`src/rtl/imem_loader.sv`:
```
// imem_loader: turns a little-endian byte stream into 32-bit instruction-memory writes and holds the core in reset until the load is complete.
// Optional build macro IMEM_LOADER_CHECKSUM_EN adds a trailing XOR checksum byte and a sticky error flag.
module imem_loader #(
   parameter int DEPTH_WORDS = 64,
   parameter int LEN_W       = 16
) (
   input  logic             i_clk,
   input  logic             i_rst_n,
   input  logic             i_start,
   input  logic [LEN_W-1:0] i_len_words,
   input  logic             i_in_valid,
   input  logic [7:0]       i_in_byte,
   output logic             o_in_ready,
   output logic             o_imem_we,
   output logic [31:0]      o_imem_addr,
   output logic [31:0]      o_imem_wd,
   output logic             o_cpu_hold,
   output logic             o_busy,
   output logic             o_done,
   output logic             o_err
);

   localparam logic [LEN_W-1:0] DEPTH_L = LEN_W'(DEPTH_WORDS);

   typedef enum logic [2:0] {
      S_IDLE,
      S_RECV,
      S_WRITE,
`ifdef IMEM_LOADER_CHECKSUM_EN
      S_CHECK,
`endif
      S_DONE
   } state_t;

   state_t           r_state;
   logic [LEN_W-1:0] r_len;
   logic [LEN_W-1:0] r_word_idx;
   logic [1:0]       r_byte_cnt;
   logic [23:0]      r_shift;
   logic             r_in_ready;
   logic             r_imem_we;
   logic [31:0]      r_imem_addr;
   logic [31:0]      r_imem_wd;
   logic             r_cpu_hold;
   logic             r_busy;
   logic             r_done;
`ifdef IMEM_LOADER_CHECKSUM_EN
   logic [7:0]       r_csum;
   logic             r_err;
`endif

   logic             w_hs;
   logic [LEN_W-1:0] w_len_clamped;
   logic [LEN_W-1:0] w_idx_next;

   assign w_hs          = r_in_ready & i_in_valid;
   assign w_len_clamped = (i_len_words > DEPTH_L) ? DEPTH_L : i_len_words;
   assign w_idx_next    = r_word_idx + LEN_W'(1);

   // Bytes 0..2 shift in from the top so the fourth byte completes the word as {b3,b2,b1,b0}.
   always_ff @(posedge i_clk or negedge i_rst_n) begin
      if (!i_rst_n) begin
         r_state     <= S_IDLE;
         r_len       <= '0;
         r_word_idx  <= '0;
         r_byte_cnt  <= '0;
         r_shift     <= '0;
         r_in_ready  <= 1'b0;
         r_imem_we   <= 1'b0;
         r_imem_addr <= '0;
         r_imem_wd   <= '0;
         r_cpu_hold  <= 1'b1;
         r_busy      <= 1'b0;
         r_done      <= 1'b0;
`ifdef IMEM_LOADER_CHECKSUM_EN
         r_csum      <= '0;
         r_err       <= 1'b0;
`endif
      end else begin
         case (r_state)
            S_IDLE: begin
               if (i_start) begin
                  r_len      <= w_len_clamped;
                  r_word_idx <= '0;
                  r_byte_cnt <= '0;
                  r_cpu_hold <= 1'b1;
                  r_busy     <= 1'b1;
`ifdef IMEM_LOADER_CHECKSUM_EN
                  r_csum     <= '0;
                  r_err      <= 1'b0;
`endif
                  if (w_len_clamped == '0) begin
                     r_state <= S_DONE;
                     r_done  <= 1'b1;
                  end else begin
                     r_state    <= S_RECV;
                     r_in_ready <= 1'b1;
                  end
               end
            end
            S_RECV: begin
               if (w_hs) begin
`ifdef IMEM_LOADER_CHECKSUM_EN
                  r_csum <= r_csum ^ i_in_byte;
`endif
                  r_byte_cnt <= r_byte_cnt + 2'd1;
                  if (r_byte_cnt == 2'd3) begin
                     r_state     <= S_WRITE;
                     r_in_ready  <= 1'b0;
                     r_imem_we   <= 1'b1;
                     r_imem_addr <= 32'({r_word_idx, 2'b00});
                     r_imem_wd   <= {i_in_byte, r_shift};
                  end else begin
                     r_shift <= {i_in_byte, r_shift[23:8]};
                  end
               end
            end
            S_WRITE: begin
               r_imem_we  <= 1'b0;
               r_word_idx <= w_idx_next;
               if (w_idx_next == r_len) begin
`ifdef IMEM_LOADER_CHECKSUM_EN
                  r_state    <= S_CHECK;
                  r_in_ready <= 1'b1;
`else
                  r_state <= S_DONE;
                  r_done  <= 1'b1;
`endif
               end else begin
                  r_state    <= S_RECV;
                  r_in_ready <= 1'b1;
               end
            end
`ifdef IMEM_LOADER_CHECKSUM_EN
            S_CHECK: begin
               if (w_hs) begin
                  r_err      <= (i_in_byte != r_csum);
                  r_in_ready <= 1'b0;
                  r_state    <= S_DONE;
                  r_done     <= 1'b1;
               end
            end
`endif
            S_DONE: begin
               r_done  <= 1'b0;
               r_busy  <= 1'b0;
               r_state <= S_IDLE;
`ifdef IMEM_LOADER_CHECKSUM_EN
               r_cpu_hold <= r_err;
`else
               r_cpu_hold <= 1'b0;
`endif
            end
            default: begin
               r_state <= S_IDLE;
            end
         endcase
      end
   end

   assign o_in_ready  = r_in_ready;
   assign o_imem_we   = r_imem_we;
   assign o_imem_addr = r_imem_addr;
   assign o_imem_wd   = r_imem_wd;
   assign o_cpu_hold  = r_cpu_hold;
   assign o_busy      = r_busy;
   assign o_done      = r_done;
`ifdef IMEM_LOADER_CHECKSUM_EN
   assign o_err       = r_err;
`else
   assign o_err       = 1'b0;
`endif

endmodule
```
`config.mk`:
```
export PLATFORM = sky130hd
export DESIGN_NAME = imem_loader
export DESIGN_NICKNAME = d
export VERILOG_FILES = /design/src/rtl/imem_loader.sv
export SDC_FILE = /design/constraint.sdc
export NUM_CORES = 1
export LEC_CHECK = 0
export BUFFER_PORTS_ARGS = -buffer_cell sky130_fd_sc_hd__buf_4
export CAP_MARGIN = 30
export CORE_MARGIN = 4
export CORE_UTILIZATION = 56
export CTS_CLUSTER_SIZE = 28
export DETAILED_ROUTE_END_ITERATION = 7
export PLACE_DENSITY_LB_ADDON = 0.15
export SETUP_SLACK_MARGIN = 0.02
export SLEW_MARGIN = 10
export SYNTH_ARGS = -nofsm -noshare
export SYNTH_HDL_FRONTEND = slang
export SYNTH_SLANG_ARGS = --single-unit
export TNS_END_PERCENT = 100
```
`constraint.sdc`:
```
create_clock -name i_clk -period 3.4 [get_ports i_clk]
set_input_delay 0.34 -clock i_clk [delete_from_list [all_inputs] [get_ports i_clk]]
set_output_delay 0.34 -clock i_clk [all_outputs]
set_load 0.03 [all_outputs]
```
==> summary.md <==
| Metric | Value |
|---|---|
| Pre-CTS setup slack | 1.046 ns |
| Crit Path Category | register to register |
| Final standard cell count with taps included and fillers excluded | 629 |
| Seq/Total Area, Yosys | 56.26% |
| IR Drop Worst-Case VDD | 0.4386 mV |
| Share of async-settable or async-resettable flops after synthesis | 100.0% |
| Worst relative slew slack | 46.28% |
| Total wire length after detailed routing | 10.57 mm |
| Via count of the routed design | 3,489 |
| Share of the core filled with cells in the final layout | 72.07% |
| Routability cong. | 0.8754 |
| Library cell occupying the most area in the post-synthesis netlist | sky130_fd_sc_hd__dfrtp_1 |
| Insertion delay of the later-clocked pin in the worst-skew pair | 0.51 ns |
| Synthesis-to-layout area growth | 24.98% |
| Number of global-route vias before repair | 3,516 |
| Top post-synthesis cells by area | sky130_fd_sc_hd__dfrtp_1 56%, sky130_fd_sc_hd__mux2_2 15%, sky130_fd_sc_hd__buf_4 2.7% |
| Setup crit start kind | register |
| Placeable core region | 0.008721 mm² |
| Slew at the pin with the worst max-slew slack | 0.8058 ns |
| Capture point of the worst path | o_imem_wd[9]$_DFFE_PN0P_ |
| Proportion of layout cells with a drive suffix above 1 | 37.62% |
| Number of buffers created by CTS | 17 |
| Post-Route Hold Slack | 0.06326 ns |
| Number of register bits inferred by synthesis | 113 |
| Pin count of the biggest net entering global routing | 65 |
| Final setup margin | 1.064 ns |
| Register-to-Register Path Depth | 6 |
| Data arrival time of the critical path | 2.72 ns |
| Most used standard cell by instance count after synthesis | sky130_fd_sc_hd__dfrtp_1 |
| Grt ovf | 0 |
| Cell Rows | 34 |
| Flop-to-flop setup slack | 1.06 ns |
| Clock skew after layout | 0.009082 ns |
| Setup repair bufs after CTS | 0 |
| Vias per cell | 5.547 |
| Starting Density | 57.66% |
| Total DRC errors in the routed layout | 0 |
| Netlist cell types | 48 |
| Placed cell count | 596 |
| Biggest fanout along the worst timing path | 29 |
| Class of the worst hold path | input pin to register |
| Number of antenna repair diodes | 0 |
| Setup TNS | 0 ns |
| Min Tclk post-route | 2.336 ns |
| FMAX | 428.0 MHz |
| Clock Sinks | 113 |
| Ports placed on the boundary | 98 |
| Layout filler cell count | 637 |
| Final setup violation count | 0 |
| Startpoint of the lowest-slack register-to-register path | r_state[1]$_DFFE_PN0P_ |
| Yosys warning total | 0 |
| Critical path launch point | r_state[1]$_DFFE_PN0P_ |
| Cell at the root of the clock tree | sky130_fd_sc_hd__clkbuf_8 |
| Unrepaired setup endpoints after global routing | no |
| Number of hold violations in the final report | 0 |
| Reg2Reg Capture Point | o_imem_wd[9]$_DFFE_PN0P_ |
| Synthesized cell area | 0.005029 mm² |
| EDFF count, synth | 0 |
| Period utilisation layout | 68.72% |
| Number of maximum-capacitance violations | 0 |
| Clock tree from TritonCTS | built |
| Sequential cell area | 0.002829 mm² |
| Mean routed wirelength per cell | 16.81 µm |
| Crit path capture type | register |
| Area share of the leading cell type in the synthesized netlist | 55.74% |
| Required time reported for the critical path endpoint | 3.79 ns |
| Primary FF master, synth | sky130_fd_sc_hd__dfrtp_1 |
| Global-route usage over all layers | 21.62% |
| Number of detailed-routing iterations run before antenna repair | 4 |
| Iteration-0 DRC Markers | 166 |
| First-pass GRT wire length | 17.48 mm |
| Antenna-violating nets left | 0 |
| Outcome | finished clean |
| Number of antenna violations at the first check in global routing | 0 |
| Estimated wirelength of the detail-placed design | 7.118 mm |
| Chip width | 102.8 µm |
| Port bufs | 80 |
| Die height | 102.8 µm |
| Average size of a mapped cell | 12.00 µm² |
| Most used standard cells in the synthesized netlist | 112 x sky130_fd_sc_hd__dfrtp_1, 67 x sky130_fd_sc_hd__mux2_2, 35 x sky130_fd_sc_hd__nand2_1, 25 x sky130_fd_sc_hd__o21ai_0, 22 x sky130_fd_sc_hd__nor2_1 |
| Area enclosed by the die boundary | 0.01056 mm² |
| Net count, final | 538 |
| Combined area of the multi-input logic cells | 0.002026 mm² |
| Clock tree buffer depth | 2 |
| Max H-tree Level | 4 |
| Synthesized instance count | 419 |
| Pins over their slew limit | 0 |
| Register clock-pin slew on the reported worst setup and hold paths | 0.06 ns |
| P_leak | 3.171 nW |
| Power density over the cells | 510.0 mW/mm² |
[stage by stage]
| step | cell area (µm²) | power, mW |
|---|---|---|
| final | 6285 | 3.205 |
| after global routing | 6285 | 3.310 |
| after CTS | 6285 | 3.227 |
| after detailed placement | 5678 | 1.460 |
| after global placement | 5678 | 1.459 |
| after floorplan | 5089 | 1.417 |
[logic make-up (layout without fill, tap and decap cells)]
family          Yosys count  after routing  share of synthesized area [%]
flops                   113            113                          56.26
simple gates            107            107                          11.17
mux                      67             67                          15.00
compound gates           66             66                          8.410
buf+inv                  41            127                          4.752
xor+xnor                 22             22                          3.832
fa+ha+maj                 2              2                         0.4976
other cells               1             17                        0.07457
[placed cells by master, fill, tap and decap left out, drive strengths merged, types with 3 or more instances in the layout]
| master | count |
|---|---|
| dfrtp | 112 |
| clkbuf | 18 |
| and2 | 10 |
| nor4 | 5 |
| nand4 | 5 |
| and4 | 6 |
| conb | 17 |
| xor2 | 9 |
| o41ai | 3 |
| clkinvlp | 3 |
| nor3 | 4 |
| nand3 | 8 |
| a22o | 6 |
| a21oi | 9 |
| nor2 | 22 |
| nand2 | 35 |
| mux2 | 67 |
| a211oi | 3 |
| o22ai | 5 |
| o31ai | 3 |
| and3 | 5 |
| o21ai | 27 |
| inv | 16 |
| buf | 86 |
| xnor2 | 13 |
[area by class of cell]
cell class	instances	area share [%]
Sequential cell	113	45.01
Multi-Input combinational cell	281	32.23
Clock buffer	18	6.809
Clock inverter	14	2.688
Tap cell	108	2.150
Inverter	8	0.4778
Timing Repair Buffer	87	10.63
[worst max-delay path, stage by stage (launching register included)]
cell	delay, ns
sky130_fd_sc_hd__dfrtp_1	0.52
sky130_fd_sc_hd__inv_1	0.15
sky130_fd_sc_hd__nand4_1	0.21
sky130_fd_sc_hd__inv_1	0.08
sky130_fd_sc_hd__nand2_2	0.53
sky130_fd_sc_hd__buf_4	0.35
sky130_fd_sc_hd__mux2_2	0.37
[layer usage]
layer  vias to the layer above  track usage, %  wire length [µm]
met5                         -               0                 0
met1                      1727           26.18              4337
met3                        14           7.916               669
met4                         0           6.574               145
met2                       116           36.35              5419
li1                       1632               -                 -
[how the worst min path moves through the flow]
| stage | startpoint | to | slack, ns | cells past startpoint |
|---|---|---|---|---|
| 6_report | i_len_words[0] | r_len[0]$_DFFE_PN0P_ | 0.06 | 2 |
| 3_5_place_dp | o_imem_addr[7]$_DFFE_PN0P_ | o_imem_addr[7]$_DFFE_PN0P_ | 0.47 | 2 |
| 2_1_floorplan | i_rst_n | o_busy$_DFFE_PN0P_ | 0.04 | 0 |
| 5_1_grt | i_len_words[5] | r_len[5]$_DFFE_PN0P_ | 0.04 | 2 |
| 3_3_place_gp | o_imem_addr[7]$_DFFE_PN0P_ | o_imem_addr[7]$_DFFE_PN0P_ | 0.46 | 2 |
| 4_1_cts | i_len_words[0] | r_len[0]$_DFFE_PN0P_ | 0.05 | 2 |
[power by group]
| part | internal [mW] | total (mW) | switching (mW) | leakage [nW] |
|---|---|---|---|---|
| clock network | 1.09 | 1.77 | 0.681 | 0.285 |
| logic | 0.0260 | 0.0872 | 0.0613 | 1.40 |
| registers | 1.35 | 1.35 | 0.00113 | 1.48 |
| total | 2.46 | 3.21 | 0.744 | 3.17 |
[sequential cells by signal, indices dropped and copies added (netlist names)]
signal	count
o_busy	1
o_cpu_hold	1
o_done	1
o_imem_addr	16
o_imem_wd	32
o_imem_we	1
o_in_ready	1
r_byte_cnt	2
r_len	16
r_shift	24
r_state	2
r_word_idx	16
[timing repair]
action                    CTS  global route
hold buffers                1             0
hold endpoints to repair   62             0
resized for setup           0             0
No activity file was read; power rests on OpenSTA's default activity.
